--- src/rtl/axis_fifo.sv ---
// axis_fifo: first-word-fall-through stream FIFO with occupancy count.
// A word pushed on one edge is presented at the head after that edge.
// Ready, valid and head data decode only registered state, so there is
// no combinational path from any input to any output.
// Optional feature: define AXIS_FIFO_OVF_EN to build the sticky overflow
// flag; without it ovf is tied to 0 and no overflow register exists.
module axis_fifo #(
  parameter int WIDTH = 32,
  parameter int DEPTH = 16
) (
  input  logic                     aclk,
  input  logic                     areset,
  input  logic [WIDTH-1:0]         s_axis_wdata,
  input  logic                     s_axis_wvalid,
  output logic                     s_axis_wready,
  output logic [WIDTH-1:0]         m_axis_wdata,
  output logic                     m_axis_wvalid,
  input  logic                     m_axis_wready,
  output logic [$clog2(DEPTH):0]   count,
  input  logic                     ovf_clr,
  output logic                     ovf
);

  localparam int AW = $clog2(DEPTH);
  localparam int CW = AW + 1;
  localparam logic [CW-1:0] FULL_CNT = CW'(DEPTH);
  localparam logic [CW-1:0] ZERO_CNT = {CW{1'b0}};
  localparam logic [AW-1:0] ZERO_PTR = {AW{1'b0}};
  localparam logic [AW-1:0] ONE_PTR  = AW'(1);
  localparam logic [CW-1:0] ONE_CNT  = CW'(1);

  logic [WIDTH-1:0] mem_q [DEPTH];
  logic [AW-1:0]    wr_ptr_q, wr_ptr_d;
  logic [AW-1:0]    rd_ptr_q, rd_ptr_d;
  logic [CW-1:0]    count_q, count_d;
  logic             full_s;
  logic             empty_s;
  logic             push_s;
  logic             pop_s;

  // Handshake decode: accept only when not full, present only when not empty.
  always_comb begin
    full_s  = (count_q == FULL_CNT);
    empty_s = (count_q == ZERO_CNT);
    push_s  = s_axis_wvalid && !full_s;
    pop_s   = m_axis_wready && !empty_s;
  end

  // Next-state for pointers and occupancy; pointers wrap naturally at DEPTH.
  always_comb begin
    wr_ptr_d = wr_ptr_q;
    rd_ptr_d = rd_ptr_q;
    count_d  = count_q;
    if (push_s) begin
      wr_ptr_d = wr_ptr_q + ONE_PTR;
    end else begin
      wr_ptr_d = wr_ptr_q;
    end
    if (pop_s) begin
      rd_ptr_d = rd_ptr_q + ONE_PTR;
    end else begin
      rd_ptr_d = rd_ptr_q;
    end
    case ({push_s, pop_s})
      2'b10:   count_d = count_q + ONE_CNT;
      2'b01:   count_d = count_q - ONE_CNT;
      default: count_d = count_q;
    endcase
  end

  // Pointer and occupancy registers with synchronous reset.
  always_ff @(posedge aclk) begin
    if (areset) begin
      wr_ptr_q <= ZERO_PTR;
      rd_ptr_q <= ZERO_PTR;
      count_q  <= ZERO_CNT;
    end else begin
      wr_ptr_q <= wr_ptr_d;
      rd_ptr_q <= rd_ptr_d;
      count_q  <= count_d;
    end
  end

  // Storage write; contents are intentionally left unreset.
  always_ff @(posedge aclk) begin
    if (push_s && !areset) begin
      mem_q[wr_ptr_q] <= s_axis_wdata;
    end
  end

  assign s_axis_wready = !full_s;
  assign m_axis_wvalid = !empty_s;
  assign m_axis_wdata  = mem_q[rd_ptr_q];
  assign count         = count_q;

`ifdef AXIS_FIFO_OVF_EN
  logic ovf_q, ovf_d;

  // Sticky overflow: a write attempt while full sets it, set beats clear.
  always_comb begin
    ovf_d = ovf_q;
    if (s_axis_wvalid && full_s) begin
      ovf_d = 1'b1;
    end else if (ovf_clr) begin
      ovf_d = 1'b0;
    end else begin
      ovf_d = ovf_q;
    end
  end

  // Overflow flag register with synchronous reset.
  always_ff @(posedge aclk) begin
    if (areset) begin
      ovf_q <= 1'b0;
    end else begin
      ovf_q <= ovf_d;
    end
  end

  assign ovf = ovf_q;
`else
  logic unused_ovf_clr_s;
  assign unused_ovf_clr_s = ovf_clr;
  assign ovf = 1'b0;
`endif

endmodule
--- config.mk ---
export PLATFORM = sky130hd
export DESIGN_NAME = axis_fifo
export DESIGN_NICKNAME = d
export VERILOG_FILES = /design/src/rtl/axis_fifo.sv
export SDC_FILE = /design/constraint.sdc
export NUM_CORES = 1
export LEC_CHECK = 0
export CORE_ASPECT_RATIO = 1.25
export CORE_UTILIZATION = 55
export CTS_CLUSTER_DIAMETER = 30
export CTS_CLUSTER_SIZE = 24
export DETAILED_ROUTE_END_ITERATION = 6
export PLACE_DENSITY = 0.73
export SYNTH_ARGS = -nofsm -noshare
export SYNTH_HDL_FRONTEND = slang
export SYNTH_SLANG_ARGS = --single-unit
--- constraint.sdc ---
create_clock -name aclk -period 4.5 [get_ports aclk]
set_clock_uncertainty 0.15 [all_clocks]
set_input_delay 1.125 -clock aclk [delete_from_list [all_inputs] [get_ports aclk]]
set_output_delay 1.125 -clock aclk [all_outputs]
set_load 0.005 [all_outputs]
==> results of run 1 <==
==> synthesized netlist by cell type, types with 6 or more instances <==
library cell,instances
buf_2,8
nand2_1,40
ha_1,9
nor2_1,38
clkbuf_1,21
buf_4,10
dfxtp_1,17
a22oi_1,64
inv_1,8
edfxtp_1,512
buf_1,9
mux4_2,128
xor2_1,6
==> critical path: stages, from the launching register on <==
cell             delay, ps
dfxtp_4                560
buf_12                 260
buf_12                 220
mux4_2                 550
a22oi_1                190
nand2_1                140
clkdlybuf4s50_1        490
==> stage by stage <==
| step | cell area (sq um) | util, % | worst slack (ps) | hold WS [ps] |
|---|---|---|---|---|
| finish | 24380 | 68.39 | 225.9 | 393.9 |
| global route | 24380 | 68.39 | 24.74 | 442.5 |
| CTS | 24380 | 68.38 | 137.0 | 396.5 |
| detailed placement | 21710 | 60.91 | 641.3 | 374.6 |
| global placement | 21710 | 60.91 | 653.6 | 362.0 |
| floorplan | 20060 | - | 885.9 | 334.7 |
==> metal layers <==
layer  wire length (um)  vias to the layer above  share of wire [%]  track usage, %
met5                 12                        -              0.028               0
met4               1009                        2                2.4           8.584
met3               3608                       84                8.4           4.616
met2              22400                      479                 52           40.48
met1              15760                     5073                 37           30.90
li1                   -                     4091                  -               -
==> where the power goes <==
part           total (uW)  leakage, uW  switching [uW]  internal (uW)
sequential           5610      0.00475             103           5500
clock                6110      0.00129            2250           3870
combinational        1680      0.00176             762            917
==> cell families after synthesis <==
logic type	Yosys count	synth area share (%)
DFF	529	78.34
muxes	133	14.63
and+or+nand+nor	92	1.940
AOI/OAI and AO/OA	74	2.813
buffers and inverters	56	1.285
adders and majority gates	10	0.6612
xor gates and xnor gates	7	0.3056
other	1	0.01869
==> state kept, by name, summed over array words and instances, names as in the netlist, named ones only <==
name,cells
count,5
mem_q,512
wr_ptr_q,4
rd_ptr_q,4
==> final cells by class <==
cell class              count  area share, %
flip-flops and latches    529          64.49
clock inverters            57          2.874
repair buffers            110          4.660
multi-input cells         317          17.35
clock buffers              81          8.053
well taps                 474          2.433
inverters                   8         0.1232
diodes                      1        0.01026
==> layout by cell type (no fill, tap or decap), types with 2 or more instances in the layout <==
cell	n
edfxtp_1	512
mux4_2	128
clkbuf_16	78
clkdlybuf4s50_1	74
a22oi_1	64
nand2_1	40
buf_4	26
nor2_1	21
nor2_4	17
dfxtp_1	15
inv_6	13
bufinv_16	11
buf_12	10
ha_1	9
inv_1	8
clkinv_2	7
clkinv_1	7
xor2_1	6
clkinvlp_4	6
clkinv_4	6
a21oi_1	4
inv_8	4
mux2i_1	3
clkbuf_1	3
nor2b_4	2
nor4_1	2
nand2b_1	2
or3_1	2
o211ai_1	2
mux2_2	2
dfxtp_4	2
clkinv_8	2
==> worst paths after layout <==
path	from	end	slack, ps	depth (start not counted)
setup / recovery	flip-flop	m_axis_wdata[14]	230	6
hold / removal	rd_ptr_q[3]	rd_ptr_q[3]	390	2
hold reg to reg	rd_ptr_q[3]	rd_ptr_q[3]	390	2
setup reg to reg	count[0]	count[4]	1310	10
==> metrics.csv, run 1 <==
metric;value;unit
outcome;finished, final reports clean;
WL per Instance;27.14;um
EDFF count, synth;512;
Net count, final;1089;
Synth cell types;33;
post-synthesis sequential area ratio;78.34;%
Avg Cell Area, Syn;22.24;sq um
die height;215.5;um
Cells after DPL;1438;
actual slew at the worst max-slew pin;838.3;ps
max cap viols;0;
top cell type's share of synthesized area;76.65;%
DR pass1 iterations;5;
PD cells;549.7;mW/mm^2
Seq. cell area;0.01572;sq mm
CP Capture Type;output pin;
worst path required time;3220;ps
Leakage;0.007798;uW
Seq cells post-synth;529;
Slew Viols, Final;0;
initial DRC count;916;
Setup Viol. Count Final;0;
DP HPWL;20.58;mm
post-synthesis async set-or-reset flop share;0;%
Hold Path Class;flip-flop to flip-flop;
final hold vios;0;
critical path class;flip-flop to output pin;
CTS tree;done;
Area growth, synth to finish;21.53;%
DRC viols;0;
largest net degree at the start of global routing;41;
Critical Path Start Type;flip-flop;
Fmax;234.0;MHz
CTS Sinks;529;
Multi-input gate area;0.004230;sq mm
Cell Area, Synth;0.02006;sq mm
unrepaired setup endpoints after global routing;no;
Cells after Synth;902;
vias in the first global route;10380;
synth warn;0;
GPL Wtd Cong;0.6963;
Buffers on Ports;74;
core area;0.03565;sq mm
Pwr Total;13400;uW
biggest area consumer among synthesized cells;edfxtp_1;
Post-Route Setup TNS;0;ps
Post-CTS Hold Fix Bufs;0;
clock latency on the worst-skew pair;570;ps
final cell count without fillers;1577;
DRT Wirelength;42.79;mm
clock slew at reported path FFs;50;ps
post-CTS sizing;0;
largest cells by area after synthesis;edfxtp_1 77%, mux4_2 14%, a22oi_1 2.4%;
Max H-tree Level;3;
syn nets;949;
worst vdd rail ir drop;0.3964;mV
Rows;77;
Final min period;4274;ps
Remaining Overflow, GRT;0;
wire length of the first global-routing pass;63.95;mm
Num CTS Buffers;76;
share of cells above drive strength 1;29.04;%
fill cell count;2187;
I/O pins;77;
die footprint;0.03724;sq mm
Initial Util;56.27;%
worst-path fanout max;18;
Chip Width;172.8;um
initial antenna violation count;2;
Top FF cell, synth;edfxtp_1;
antenna-violating nets left;0;
root buf cell;clkbuf_16;
clock buffer depth;3;
Crit path arrival time;3000;ps
setup bufs post-CTS;0;
Vias;9729;
GR Util All Layers;23.82;%
vias per inst;6.169;
period utilisation layout;94.98;%
worst relative slew slack;44.11;%
Power figures use the tool's default switching activity.
==> run 2: changes to the inputs <==
--- a/config.mk
+++ b/config.mk
@@ -11,6 +11,7 @@
 export CTS_CLUSTER_SIZE = 24
 export DETAILED_ROUTE_END_ITERATION = 6
 export PLACE_DENSITY = 0.73
+export RECOVER_POWER = 50
 export SYNTH_ARGS = -nofsm -noshare
 export SYNTH_HDL_FRONTEND = slang
 export SYNTH_SLANG_ARGS = --single-unit
==> metrics.csv, run 2 (same netlist as run 1, synthesis figures left out) <==
metric;value;unit;change
outcome;finished, violations left;;was finished, final reports clean
failing checks;capacitance limit;;
commonest cells after routing, fill and taps aside;512 x edfxtp_1, 128 x mux4_2, 78 x clkbuf_16;;unchanged
post-CTS sizing;0;;unchanged
Slew Viols, Final;0;;unchanged
worst-path fanout max;18;;unchanged
Area growth, synth to finish;21.31;%;was 21.53%
Hold Path Class;flip-flop to flip-flop;;unchanged
Post-CTS Hold Fix Bufs;0;;unchanged
actual slew at the worst max-slew pin;1488;ps;was 838.3 ps
setup bufs post-CTS;0;;unchanged
period utilisation layout;94.97;%;was 94.98%
Crit path arrival time;3000;ps;about the same
CTS tree;done;;unchanged
worst path cell trace;buf_12, buf_12, mux4_2, a22oi_1, nand2_1, clkdlybuf4s50_1;;unchanged
Final Cell Area;0.02433;sq mm;was 0.02438 sq mm
Remaining Overflow, GRT;0;;unchanged
R2R Path End;mem_q[9][15];;was count[4]
Critical Path Start Type;flip-flop;;unchanged
CTS Sinks;529;;unchanged
worst relative slew slack;0.4608;%;was 44.11%
root buf cell;clkbuf_16;;unchanged
die height;215.5;um;unchanged
DP HPWL;20.58;mm;unchanged
worst vdd rail ir drop;0.3349;mV;was 0.3964 mV
initial DRC count;928;;was 916
Largest register FFs;512;;unchanged
Chip Width;172.8;um;unchanged
CP max stage cell;dfxtp_4;;unchanged
vias in the first global route;10380;;unchanged
share of cells above drive strength 1;28.58;%;was 29.04%
CP Capture Type;output pin;;unchanged
critical path class;flip-flop to output pin;;unchanged
hold path depth;2;;unchanged
Max H-tree Level;3;;unchanged
Net count, final;1089;;unchanged
Rows;77;;unchanged
Fmax;234.0;MHz;about the same
Num CTS Buffers;76;;unchanged
I/O pins;77;;unchanged
unrepaired setup endpoints after global routing;no;;unchanged
Initial Util;56.27;%;unchanged
Buffers on Ports;74;;unchanged
initial antenna violation count;3;;was 2
vias per inst;6.151;;was 6.169
reg2reg setup slack;1040;ps;was 1310 ps
wire length of the first global-routing pass;63.95;mm;unchanged
placed cell areas;0.02171;sq mm;unchanged
clock latency on the worst-skew pair;570;ps;about the same
max cap viols;1;;was 0
GR Util All Layers;23.82;%;unchanged
Leakage;0.007794;uW;was 0.007798 uW
Crit path largest cell delay;570;ps;was 560 ps
GPL Wtd Cong;0.6963;;unchanged
largest net degree at the start of global routing;41;;unchanged
Final min period;4274;ps;about the same
clock buffer depth;3;;unchanged
min-delay src;rd_ptr_q[3];;unchanged
die footprint;0.03724;sq mm;unchanged
DRC viols;0;;unchanged
largest reg by FF count;mem_q;;unchanged
WL per Instance;27.08;um;was 27.14 um
Post-Route Setup TNS;0;ps;unchanged
commonest non-fill, non-tap cell in the layout;edfxtp_1;;unchanged
Setup Viol. Count Final;0;;unchanged
Worst Hold Endpoint;rd_ptr_q[3];;unchanged
PD cells;549.4;mW/mm^2;was 549.7 mW/mm^2
antenna-violating nets left;0;;unchanged
Vias;9707;;was 9729
R2R Path Start;count[0];;unchanged
final hold vios;0;;unchanged
clock slew at reported path FFs;50;ps;about the same
DRT Wirelength;42.74;mm;was 42.79 mm
most frequent CP cell;buf_12;;unchanged
core area;0.03565;sq mm;unchanged
DR pass1 iterations;5;;unchanged
depth of the worst register-to-register path;5;;was 10
worst path required time;3220;ps;about the same
run 2: how the worst max path moves through the flow:
stage	from	endpoint	slack (ps)	depth (start not counted)
6_report	flip-flop	m_axis_wdata[14]	230	6
5_1_grt	flip-flop	m_axis_wdata[10]	20	6
4_1_cts	flip-flop	m_axis_wdata[10]	140	6
3_5_place_dp	s_axis_wvalid	count[4]	640	10
3_3_place_gp	s_axis_wvalid	count[4]	650	10
2_1_floorplan	areset	mem_q[0][0]	890	3
run 2: area by class of cell:
type / instances / area [sq um]
inverter: 8 / 30.03
tap: 474 / 593.1
multi-input combinational: 317 / 4198
sequential: 529 / 15720
clock buffer: 81 / 1963
antenna: 2 / 5.005
fill: 2192 / 11310
timing repair buffer: 110 / 1121
clock inverter: 57 / 700.7
run 2: per-stage QoR:
| stage | cells | setup slack, ps | hold slack, ps | power, uW | utilization, % |
|---|---|---|---|---|---|
| after global routing | 1577 | 24.74 | 442.5 | 13820 | 68.26 |
| after global placement | 1438 | 653.6 | 362.0 | 7369 | 60.91 |
| final | 1578 | 226.5 | 393.0 | 13370 | 68.26 |
| after CTS | 1576 | 137.0 | 396.5 | 13520 | 68.38 |
| after floorplan | 902 | 885.9 | 334.7 | 6760 | - |
| after detailed placement | 1438 | 641.3 | 374.6 | 7398 | 60.91 |
run 2: critical path, delay by kind of cell (launching register included):
| kind | cells | cell delay (ps) |
|---|---|---|
| and+or+nand+nor | 1 | 140 |
| DFF | 1 | 570 |
| buffers and inverters | 3 | 970 |
| muxes | 1 | 550 |
| AOI/OAI and AO/OA | 1 | 190 |
run 2: power by group:
part | internal, uW | switching [uW] | total [uW]
clock | 3870 | 2240 | 6110
combinational | 902 | 753 | 1650
sequential | 5500 | 101 | 5600
run 2: layer usage:
metal	wire length, um	GRT usage, %	vias to the layer above
met3	3479	4.616	81
li1	-	-	4098
met1	15840	30.90	5063
met4	963	8.584	2
met2	22440	40.48	463
met5	12	0	-
==> run 3: changes to the inputs <==
--- a/config.mk
+++ b/config.mk
@@ -6,11 +6,10 @@
 export NUM_CORES = 1
 export LEC_CHECK = 0
 export CORE_ASPECT_RATIO = 1.25
-export CORE_UTILIZATION = 55
+export CORE_UTILIZATION = 40
 export CTS_CLUSTER_DIAMETER = 30
 export CTS_CLUSTER_SIZE = 24
 export DETAILED_ROUTE_END_ITERATION = 6
-export PLACE_DENSITY = 0.73
 export RECOVER_POWER = 50
 export SYNTH_ARGS = -nofsm -noshare
 export SYNTH_HDL_FRONTEND = slang
==> metrics.csv, run 3 (same netlist as run 1, synthesis figures left out) <==
metric;value;unit;change
max cap viols;0;;was 1
Final min period;4109;ps;was 4274 ps
Initial Util;40.59;%;was 56.27%
share of cells above drive strength 1;30.58;%;was 28.58%
unrepaired setup endpoints after global routing;no;;unchanged
outcome;finished, final reports clean;;was finished, violations left
final setup margin;391.0;ps;was 226.5 ps
setup bufs post-CTS;0;;unchanged
R2R Path End;count[4];;was mem_q[9][15]
commonest cells after routing, fill and taps aside;512 x edfxtp_1, 128 x mux4_2, 92 x clkbuf_16;;was 512 x edfxtp_1, 128 x mux4_2, 78 x clkbuf_16
worst path required time;3220;ps;about the same
clock buffer depth;3;;unchanged
Internal Power;10910;uW;was 10270 uW
DRT Wirelength;42.79;mm;was 42.74 mm
R2R Path Start;count[0];;unchanged
vias in the first global route;10520;;was 10380
Num CTS Buffers;90;;was 76
core area;0.04941;sq mm;was 0.03565 sq mm
fill cell count;3902;;was 2192
wire length of the first global-routing pass;64.76;mm;was 63.95 mm
I/O pins;77;;unchanged
DRC viols;0;;unchanged
worst vdd rail ir drop;0.5007;mV;was 0.3349 mV
Remaining Overflow, GRT;0;;unchanged
Critical Path Start Type;flip-flop;;unchanged
Post-Route Setup TNS;0;ps;unchanged
pre-CTS setup slack;593.0;ps;was 641.3 ps
DP HPWL;23.11;mm;was 20.58 mm
CTS Sinks;529;;unchanged
initial DRC count;590;;was 928
Slew Viols, Final;0;;unchanged
PD cells;564.7;mW/mm^2;was 549.4 mW/mm^2
Largest register FFs;512;;unchanged
GR Util All Layers;17.40;%;was 23.82%
Crit path arrival time;2830;ps;was 3000 ps
Fmax;243.4;MHz;was 234.0 MHz
root buf cell;clkbuf_16;;unchanged
Area growth, synth to finish;25.16;%;was 21.31%
CP max stage cell;mux4_2;;was dfxtp_4
Net count, final;1109;;was 1089
commonest non-fill, non-tap cell in the layout;edfxtp_1;;unchanged
vias per inst;5.321;;was 6.151
worst path buffer plus inverter count;2;;was 3
die footprint;0.05105;sq mm;was 0.03724 sq mm
worst relative slew slack;11.12;%;was 0.4608%
Stages on worst setup path;5;;was 6
Max H-tree Level;3;;unchanged
hold path depth;2;;unchanged
clock power share;48.9;%;was 45.7%
Chip Width;202.3;um;was 172.8 um
depth of the worst register-to-register path;10;;was 5
CP Capture Point;m_axis_wdata[8];;was m_axis_wdata[14]
largest reg by FF count;mem_q;;unchanged
antenna-violating nets left;0;;unchanged
actual slew at the worst max-slew pin;1333;ps;was 1488 ps
hold_ws;410.3;ps;was 393.0 ps
worst path cell trace;buf_12, mux4_2, a22oi_1, nand2_1, clkdlybuf4s50_1;;was buf_12, buf_12, mux4_2, a22oi_1, nand2_1, clkdlybuf4s50_1
DR pass1 iterations;5;;unchanged
Vias;9525;;was 9707
die height;252.4;um;was 215.5 um
Final Cell Area;0.02511;sq mm;was 0.02433 sq mm
Buffers on Ports;74;;unchanged
Post-CTS Hold Fix Bufs;0;;unchanged
placed cell areas;0.02199;sq mm;was 0.02171 sq mm
initial antenna violation count;3;;unchanged
worst-path fanout max;44;;was 18
GPL Wtd Cong;0.7038;;was 0.6963
reg2reg setup slack;1030;ps;was 1040 ps
cell family with the largest share of critical-path delay;buffers and inverters;;unchanged
CTS tree;done;;unchanged
Rows;91;;was 77
Cells after DPL;1621;;was 1438
final hold vios;0;;unchanged
Net Switching;3270;uW;was 3097 uW
switching portion of total power;23.06;%;was 23.16%
CP Capture Type;output pin;;unchanged
Leakage;0.008040;uW;was 0.007794 uW
clock latency on the worst-skew pair;600;ps;was 570 ps
final cell count without fillers;1790;;was 1578
period utilisation layout;91.31;%;was 94.97%
Crit path largest cell delay;550;ps;was 570 ps
clock slew at reported path FFs;50;ps;about the same
Setup Viol. Count Final;0;;unchanged
post-CTS sizing;0;;unchanged
WL per Instance;23.91;um;was 27.08 um
Comb power frac;11.7;%;was 12.4%
critical path class;flip-flop to output pin;;unchanged
largest net degree at the start of global routing;46;;was 41
Hold Path Class;flip-flop to flip-flop;;unchanged
Sequential Power Share;39.4;%;was 41.9%
## run 3: cell types whose count changed in the layout (fill, tap and decap cells not counted), sizes merged
cell,change
inv,+1
clkbuf,+22
bufinv,+1
dlygate4sd3,-1
buf,+4
diode,-1
clkinvlp,+8
clkdlybuf4s50,+1
## run 3: metrics by stage
stage | util (%) | power (uW)
final | 50.81 | 14180
after floorplan | - | 6760
after global routing | 50.80 | 14680
after detailed placement | 44.50 | 7397
after CTS | 50.85 | 14350
after global placement | 44.50 | 7385
## run 3: layer usage
| metal | GRT usage (%) | up-vias | part of all wire [%] |
|---|---|---|---|
| li1 | - | 4146 | - |
| met1 | 22.49 | 5077 | 42 |
| met2 | 29.57 | 237 | 52 |
| met3 | 3.223 | 63 | 4.5 |
| met4 | 5.886 | 2 | 1.7 |
| met5 | 0 | - | 0.026 |
## run 3: area by class of cell
type                            instances  area [sq um]  share of cell area (%)
Antenna cell                            1         2.502                0.009968
Multi-Input combinational cell        317          4219                   16.81
Clock buffer                          101          2346                   9.345
Tap cell                              651         814.5                   3.244
Clock inverter                         67         788.3                   3.140
Sequential cell                       529         15720                   62.63
Inverter                                8         30.03                  0.1196
Timing Repair Buffer                  116          1182                   4.710
## run 3: power by group through the flow
stage               Clock, uW  Sequential [uW]  Combinational (uW)
CTS                      7030             5590                1730
detailed placement          0             5680                1720
global placement            0             5680                1710
global route             7250             5590                1830
floorplan                   0             5640                1120
finish                   6930             5580                1660
## run 3: worst min-delay path by stage
stage / from / endpoint / slack [ps]
6_report: rd_ptr_q[2] / rd_ptr_q[2] / 410
5_1_grt: rd_ptr_q[1] / rd_ptr_q[1] / 450
4_1_cts: rd_ptr_q[1] / flip-flop / 410
3_5_place_dp: rd_ptr_q[3] / flip-flop / 390
3_3_place_gp: rd_ptr_q[3] / flip-flop / 350
2_1_floorplan: rd_ptr_q[3] / flip-flop / 330
## run 3: worst reg2reg max path: cells and delay by family, from the launching register on
family | cells | cell delay [ps]
AOI/OAI and AO/OA | 2 | 640
adders and majority gates | 2 | 670
buffers and inverters | 2 | 250
DFF | 1 | 360
muxes | 2 | 630
and+or+nand+nor | 2 | 660
